`src/rtl/bsw_band_tracker.sv`:
```
// rtl/bsw_band_tracker.sv - best-score / band-offset tracker behind the 16-PE max comparator (optional X-drop: BSW_XDROP_EN)
module bsw_band_tracker #(
  parameter int H_W   = 7,
  parameter int P_W   = 4,
  parameter int CNT_W = 10
`ifdef BSW_XDROP_EN
  ,
  parameter int XDROP = 20
`endif
) (
  input  logic             clk,
  input  logic             reset,
  input  logic             start,
  input  logic             in_valid,
  input  logic             in_last,
  input  logic [H_W-1:0]   ma_out,
  input  logic [P_W-1:0]   ma_p,
  input  logic             r_shift_sig,
  input  logic             d_shift_sig,
  output logic             shift_r,
  output logic             shift_d,
  output logic [H_W-1:0]   best_score,
  output logic [CNT_W-1:0] best_step,
  output logic [P_W-1:0]   best_pe,
  output logic [CNT_W-1:0] best_off,
  output logic [CNT_W-1:0] band_off,
  output logic             busy,
  output logic             done,
  output logic             xdrop_hit
);

  typedef enum logic [1:0] {
    S_IDLE = 2'd0,
    S_RUN  = 2'd1,
    S_DONE = 2'd2
  } state_t;

  // Saturation limits; band_off is two's complement in CNT_W bits.
  localparam logic [CNT_W-1:0] STEP_MAX = {CNT_W{1'b1}};
  localparam logic [CNT_W-1:0] OFF_MAX  = {1'b0, {(CNT_W-1){1'b1}}};
  localparam logic [CNT_W-1:0] OFF_MIN  = {1'b1, {(CNT_W-1){1'b0}}};

  state_t           state;
  state_t           state_nx;
  logic [CNT_W-1:0] step;
  logic             accept;
  logic             better;
  logic             want_r;
  logic             want_d;
  logic             xdrop;
  logic             xdrop_hit_q;

  // start always wins, so a step arriving with start is dropped.
  assign accept = (state == S_RUN) && in_valid && !start;
  assign better = ma_out > best_score;
  assign want_r = r_shift_sig && !d_shift_sig;
  assign want_d = d_shift_sig && !r_shift_sig;

`ifdef BSW_XDROP_EN
  localparam logic [H_W:0] XDROP_THR = (H_W+1)'(XDROP);
  logic [H_W:0] gap;
  // One extra bit keeps the difference from wrapping.
  assign gap       = {1'b0, best_score} - {1'b0, ma_out};
  assign xdrop     = accept && (best_score > ma_out) && (gap > XDROP_THR);
  assign xdrop_hit = xdrop_hit_q;
`else
  assign xdrop     = 1'b0;
  assign xdrop_hit = 1'b0;
`endif

  assign busy = (state == S_RUN);
  assign done = (state == S_DONE);

  // State register.
  always_ff @(posedge clk or posedge reset) begin
    if (reset) begin
      state <= S_IDLE;
    end else begin
      state <= state_nx;
    end
  end

  // Next-state: start restarts from anywhere; last step or X-drop ends the run.
  always_comb begin
    state_nx = state;
    case (state)
      S_IDLE: begin
        if (start) state_nx = S_RUN;
      end
      S_RUN: begin
        if (start)                           state_nx = S_RUN;
        else if (xdrop)                      state_nx = S_DONE;
        else if (in_valid && in_last)        state_nx = S_DONE;
      end
      S_DONE: begin
        if (start) state_nx = S_RUN;
      end
      default: state_nx = S_IDLE;
    endcase
  end

  // Tracker datapath: best-score capture, step count, band offset and shift pulses.
  always_ff @(posedge clk or posedge reset) begin
    if (reset) begin
      shift_r     <= 1'b0;
      shift_d     <= 1'b0;
      best_score  <= '0;
      best_step   <= '0;
      best_pe     <= '0;
      best_off    <= '0;
      band_off    <= '0;
      step        <= '0;
      xdrop_hit_q <= 1'b0;
    end else begin
      shift_r <= 1'b0;
      shift_d <= 1'b0;
      if (start) begin
        best_score  <= '0;
        best_step   <= '0;
        best_pe     <= '0;
        best_off    <= '0;
        band_off    <= '0;
        step        <= '0;
        xdrop_hit_q <= 1'b0;
      end else if (accept) begin
        if (xdrop) begin
          // Terminating step: best_* held, no shift, offset frozen.
          xdrop_hit_q <= 1'b1;
        end else begin
          if (better) begin
            best_score <= ma_out;
            best_step  <= step;
            best_pe    <= ma_p;
            best_off   <= band_off;
          end
          if (step != STEP_MAX) begin
            step <= step + CNT_W'(1);
          end
          if (want_r) begin
            shift_r <= 1'b1;
            if (band_off != OFF_MAX) band_off <= band_off + CNT_W'(1);
          end else if (want_d) begin
            shift_d <= 1'b1;
            if (band_off != OFF_MIN) band_off <= band_off - CNT_W'(1);
          end
        end
      end
    end
  end

endmodule

```
`config.mk`:
```
export PLATFORM = sky130hd
export DESIGN_NAME = bsw_band_tracker
export DESIGN_NICKNAME = d
export VERILOG_FILES = /design/src/rtl/bsw_band_tracker.sv
export SDC_FILE = /design/constraint.sdc
export NUM_CORES = 1
export LEC_CHECK = 0
export ABC_AREA = 1
export CORE_MARGIN = 1
export CORE_UTILIZATION = 45
export CTS_BUF_LIST = sky130_fd_sc_hd__clkbuf_4 sky130_fd_sc_hd__clkbuf_8
export DETAILED_ROUTE_END_ITERATION = 12
export GPL_ROUTABILITY_DRIVEN = 0
export PLACE_DENSITY = 0.71
export SLEW_MARGIN = 30
export SYNTH_ARGS = -nofsm -noshare
export SYNTH_HDL_FRONTEND = slang
export SYNTH_SLANG_ARGS = --single-unit
```
`constraint.sdc`:
```
create_clock -name clk -period 2.4 [get_ports clk]
set_clock_uncertainty 0.05 [all_clocks]
set_input_delay 0.48 -clock clk [delete_from_list [all_inputs] [get_ports clk]]
set_output_delay 0.48 -clock clk [all_outputs]
set_load 0.05 [all_outputs]
```
### Yosys cells after proc, flatten, opt, wreduce, memory -nomap -nowiden

Index checks and enable logic that the tools add are counted.

* bits in registers: 55
* input port bits: 18
* output and inout bits: 46
* word-level logic and storage cells: 72

* $add $sub $neg: 3
* $lt $le $gt $ge: 1
* equal/unequal tests: 8
* multiplexer cells: 32
* reduce and logical (&&, ||, !) cells: 19

Operators with widths (count)
* 10-bit 2-to-1 mux: 15
* 7-bit 2-to-1 mux: 3
* 10-bit by 1-bit adder with 10-bit output (second input constant): 2
* 10-bit inequality test (second input constant): 2
* 4-bit 2-to-1 mux: 3
* 10-bit by 9-bit inequality test with 1-bit output (second input constant): 1
* 10-bit by 1-bit subtractor with 10-bit output (second input constant): 1
* 7-bit > comparator: 1
* 1-bit 2-to-1 mux: 7
* 2-bit 2-to-1 mux: 3
* 3-bit by 2-bit inequality test with 1-bit output (second input constant): 2
* 2-bit AND reduction: 3
* 2-bit nonzero test: 3
* 3-bit nonzero test: 2
* 1-bit logical AND: 5
* 2-bit case mux with 2 select lines: 1
* 4-bit AND reduction: 1
* 1-bit logical NOT: 3
* 2-bit by 1-bit equality test with 1-bit output (second input constant): 1
* 2-bit equality test (second input constant): 1
* 2-bit logical NOT: 1
* 2-bit by 1-bit inequality test with 1-bit output (second input constant): 1
* 2-bit OR reduction: 1

### Longest topological paths before layout

* depth in word-level cells: 6
* gate-level depth with buffers: 12
* depth with buffers taken out: 12

### Least setup slack after synthesis

Ideal clock, no wire load.

* kind: input -> register
* start: in d_shift_sig
* end: reg band_off[5]
* setup time: 0.084 ns
* arrival: 1.902 ns
* required time: 2.266 ns
* slack: 0.364 ns
* cell stages on the path: 8
* path buffers: 0
* cells stage by stage: inv_1 -> nand2_1 -> ha_1 -> or2_2 -> nand3_1 -> nand2_1 -> xnor2_1 -> o21ai_0

* longest elaborated chain between the ends: 5
* elaborated cells on any way between the ends: 10
* classes of those cells: eq/ne (1); mux (3); reduce/logical (6)

RTL lines
* from (decl): line 19 `input logic d_shift_sig,`
* 1-bit logical NOT: line 56 `assign want_r = r_shift_sig && !d_shift_sig;`
* 1-bit logical AND: line 56
* 10-bit 2-to-1 mux: line 139 `if (want_r) begin`
* 10-bit 2-to-1 mux: line 125 `end else if (accept) begin`
* 10-bit 2-to-1 mux: line 117 `if (start) begin`
* to (signal assigned): line 141 `if (band_off != OFF_MAX) band_off <= band_off + CNT_W'(1);`
* to (signal assigned): line 144 `if (band_off != OFF_MIN) band_off <= band_off - CNT_W'(1);`
* to (decl): line 26 `output logic [CNT_W-1:0] band_off,`

Parallel ways exist; a longest one is shown, timed or not. The select of a mux whose other input is x is not followed.
A chain may end at the register's enable or synchronous reset.

### Worst setup path in the final report

* start: reg state[0]
* end: out done

* longest elaborated chain between the ends: 1

RTL lines
* from (decl): line 43 `state_t state;`
* from (signal assigned): line 79 `state <= state_nx;`
* 2-bit equality test: line 72 `assign done = (state == S_DONE);`
* to (decl): line 28 `output logic done,`

No other way between the ends.

==> metrics.txt <==
Synth Area in Compound Gates=5.63%; most frequent standard cell in the layout excluding fill and tap cells=sky130_fd_sc_hd__nand2_1; result of the run=finished, final reports clean; arithmetic-cell share of the synthesized area counting full adders, half adders and majority gates=6.79%; number of antenna violations at the first check in global routing=0; clock buffer depth=2; count of state elements after synthesis=55; areal power density over the cells=646 nW/um^2; All-Layer GR Usage=22.1%; final-stage net count=537; Clk pin slew, worst setup/hold paths=0.10 ns; post-synthesis instance total=424; hold-critical path depth=1; largest cells by area after synthesis=sky130_fd_sc_hd__dfrtp_1 42%, sky130_fd_sc_hd__nand2_1 15%, sky130_fd_sc_hd__nand3_1 8.5%, sky130_fd_sc_hd__nand4_1 6.8%, sky130_fd_sc_hd__ha_1 6.2%; Max Fclk=450 MHz; DRC marker count from the first detailed-route iteration=127; Maximum Capacitance Violations=0; setup repair after global routing missed its margin=no; count of yosys warnings during synthesis=0; post-synth top area share=42.5%; total overflow reported by the global router=0; number of antenna cells inserted=0; DPL Wire Length=5650 microns; combined area of all synthesized cells=3240 sq um; clock buffers created by TritonCTS=5; post-CTS repair timing setup buffer count=0; share of total power consumed by net switching=37.4%; worst setup slack after layout=0.176 ns; worst vdd rail ir drop=0.000333 V; count of endpoints failing hold in the final timing report=0; total die area=7550 sq um; first-pass GRT wire length=13100 microns; number of nets with antenna violations after detailed routing=0; post-synthesis mux area share=0%; worst path required time=1.87 ns; average detailed-routed wire length per instance=13.0 microns; total number of H-tree levels=2; critical path launch point type=register; Port Buffers=62; count of unique library cells instantiated by Yosys=30; total via count after detailed routing=3090; pin slew with the least headroom to its limit=0.535 ns; std cell rows=30; reported net switching power=0.00103 W; internal power=0.00172 W; ratio of cells with drive above 1 in the final layout=9.94%; via density per instance=5.16; Avg Cell Area, Syn=7.65 sq um; total cell area at the placement stage=4120 sq um; clock tree sinks=55; Setup WS pre-CTS=-0.180 ns; combinational family with the most area after synthesis=simple AND/OR/NAND/NOR gates; Final Slew Violations=0; Std-Cell Core Area=6870 sq um; Flop pwr share=39.0%; worst slew margin relative to its limit=64.3%; length in cells of the worst reg-to-reg path=6; clock share of power=23.7%; cell leakage power=2.11 nW; share of the synthesized netlist area taken by xor and xnor gates=1.62%; total wire length after detailed routing=7770 microns; count of TritonRoute iterations in the first routing pass=4; CTS tree=built; Die Height=86.9 microns; maximum number of pins on one net before global-route repair=56; worst-path fanout max=4; Worst Setup Path Type=register to primary output; die outline width=86.9 microns; power share of the combinational group=37.2%; setup total negative slack=0 ns; post-synthesis to final-layout area growth=31.0%; final standard cell utilization of the core=61.8%; clock latency at the later pin of the worst-skew pair=0.31 ns; number of global-route vias before repair=2875; final clock period utilization by the worst path=92.7%; cell type with the highest aggregate area in the netlist=sky130_fd_sc_hd__dfrtp_1; Final Instance Area=4250 sq um; number of setup violations in the final report=0; cell at the root of the clock tree=sky130_fd_sc_hd__clkbuf_8; path type of the worst min-delay path=register to register; post-layout total power=0.00274 W; sequential cell area fraction in the yosys report=42.5%; starting density of the core=47.2%; data arrival at the endpoint of the critical path=1.69 ns; number of top-level design ports=64; element type at the critical path end=primary output; min cycle time layout=2.22 ns; commonest cells after routing, fill and taps aside=125 x sky130_fd_sc_hd__nand2_1, 62 x sky130_fd_sc_hd__clkdlybuf4s50_1, 55 x sky130_fd_sc_hd__nand3_1, 55 x sky130_fd_sc_hd__dfrtp_1, 35 x sky130_fd_sc_hd__nand4_1; Post-Synthesis Net Count=459; basic-gate share of the synthesized area counting and, or, nand and nor cells=37.0%; # DRC=0
critical path, cell delays in order, from the launching register on:
cell	delay, ns
sky130_fd_sc_hd__dfrtp_1	0.42
sky130_fd_sc_hd__nor2_1	0.14
sky130_fd_sc_hd__clkdlybuf4s50_1	0.82
cells in the mapped netlist, drive strengths merged:
| master | number |
|---|---|
| nand4 | 35 |
| clkbuf | 6 |
| fa | 1 |
| dfrtp | 55 |
| a21o | 2 |
| ha | 16 |
| o21ai | 20 |
| conb | 1 |
| o21bai | 1 |
| xor2 | 4 |
| nor3 | 4 |
| nand3 | 55 |
| nand2 | 128 |
| nand3b | 4 |
| xnor2 | 2 |
| or2 | 6 |
| a21oi | 6 |
| inv | 32 |
| nor2 | 32 |
| o21a | 1 |
| buf | 12 |
| o31ai | 1 |
per-layer routing:
layer,part of all wire (%),global-route usage (%),vias up,wire length (microns)
li1,-,-,1567,-
met1,48,29.7,1435,3750
met2,46,36.9,83,3580
met3,4.8,3.32,5,373
met4,0.95,6.82,0,74
met5,0,0,-,0
stage by stage:
step | std cells | hold slack [ns]
2_1_floorplan | 424 | 0.373
3_3_place_gp | 591 | 0.381
3_5_place_dp | 591 | 0.402
4_1_cts | 599 | 0.417
5_1_grt | 599 | 0.423
6_report | 599 | 0.410
path summary, 6_finish.rpt:
check,slack [ns],endpoint,from
setup reg to reg,0.57,step[9]$_DFFE_PP0P_,step[0]$_DFFE_PP0P_
max in group asynchronous,1.58,best_step[0]$_DFFE_PP0P_,reset
setup / recovery,0.18,done,state[0]$_DFFE_PP0P_
hold / removal,0.41,state[0]$_DFFE_PP0P_,state[1]$_DFFE_PP0P_
min in group asynchronous,0.48,best_step[4]$_DFFE_PP0P_,reset
hold reg to reg,0.41,state[0]$_DFFE_PP0P_,state[1]$_DFFE_PP0P_
flip-flops by register name (all words and copies together) (netlist names):
signal	count
step	10
best_pe	4
best_step	10
state	2
shift_r	1
best_off	10
band_off	10
best_score	7
shift_d	1
power by group through the flow:
| stage | registers (W) | clock network, W | logic (W) |
|---|---|---|---|
| finish | 0.00107 | 0.000652 | 0.00102 |
| global route | 0.00108 | 0.000706 | 0.00113 |
| CTS | 0.00107 | 0.000667 | 0.00103 |
| detailed placement | 0.00109 | 0 | 0.00102 |
| global placement | 0.00109 | 0 | 0.00100 |
| floorplan | 0.00125 | 0 | 0.000504 |
kinds of logic after synthesis:
kind of cell,count (synthesis)
flops,55
fa+ha+maj,17
simple gates,264
buf+inv,50
other cells,1
compound gates,31
xor+xnor,6
area by class of cell:
class                           count  area, sq um
Clock inverter                      2         38.8
Multi-Input combinational cell    319         1660
Tap cell                           96          120
Fill cell                         619         2620
Inverter                           32          120
Clock buffer                        6         82.6
Timing Repair Buffer               89          848
Sequential cell                    55         1380
what timing repair did:
action,CTS,global route
resized for setup,0,1
setup endpoints to repair,0,3
hold buffers,0,0
No activity file was read; power rests on OpenSTA's default activity.
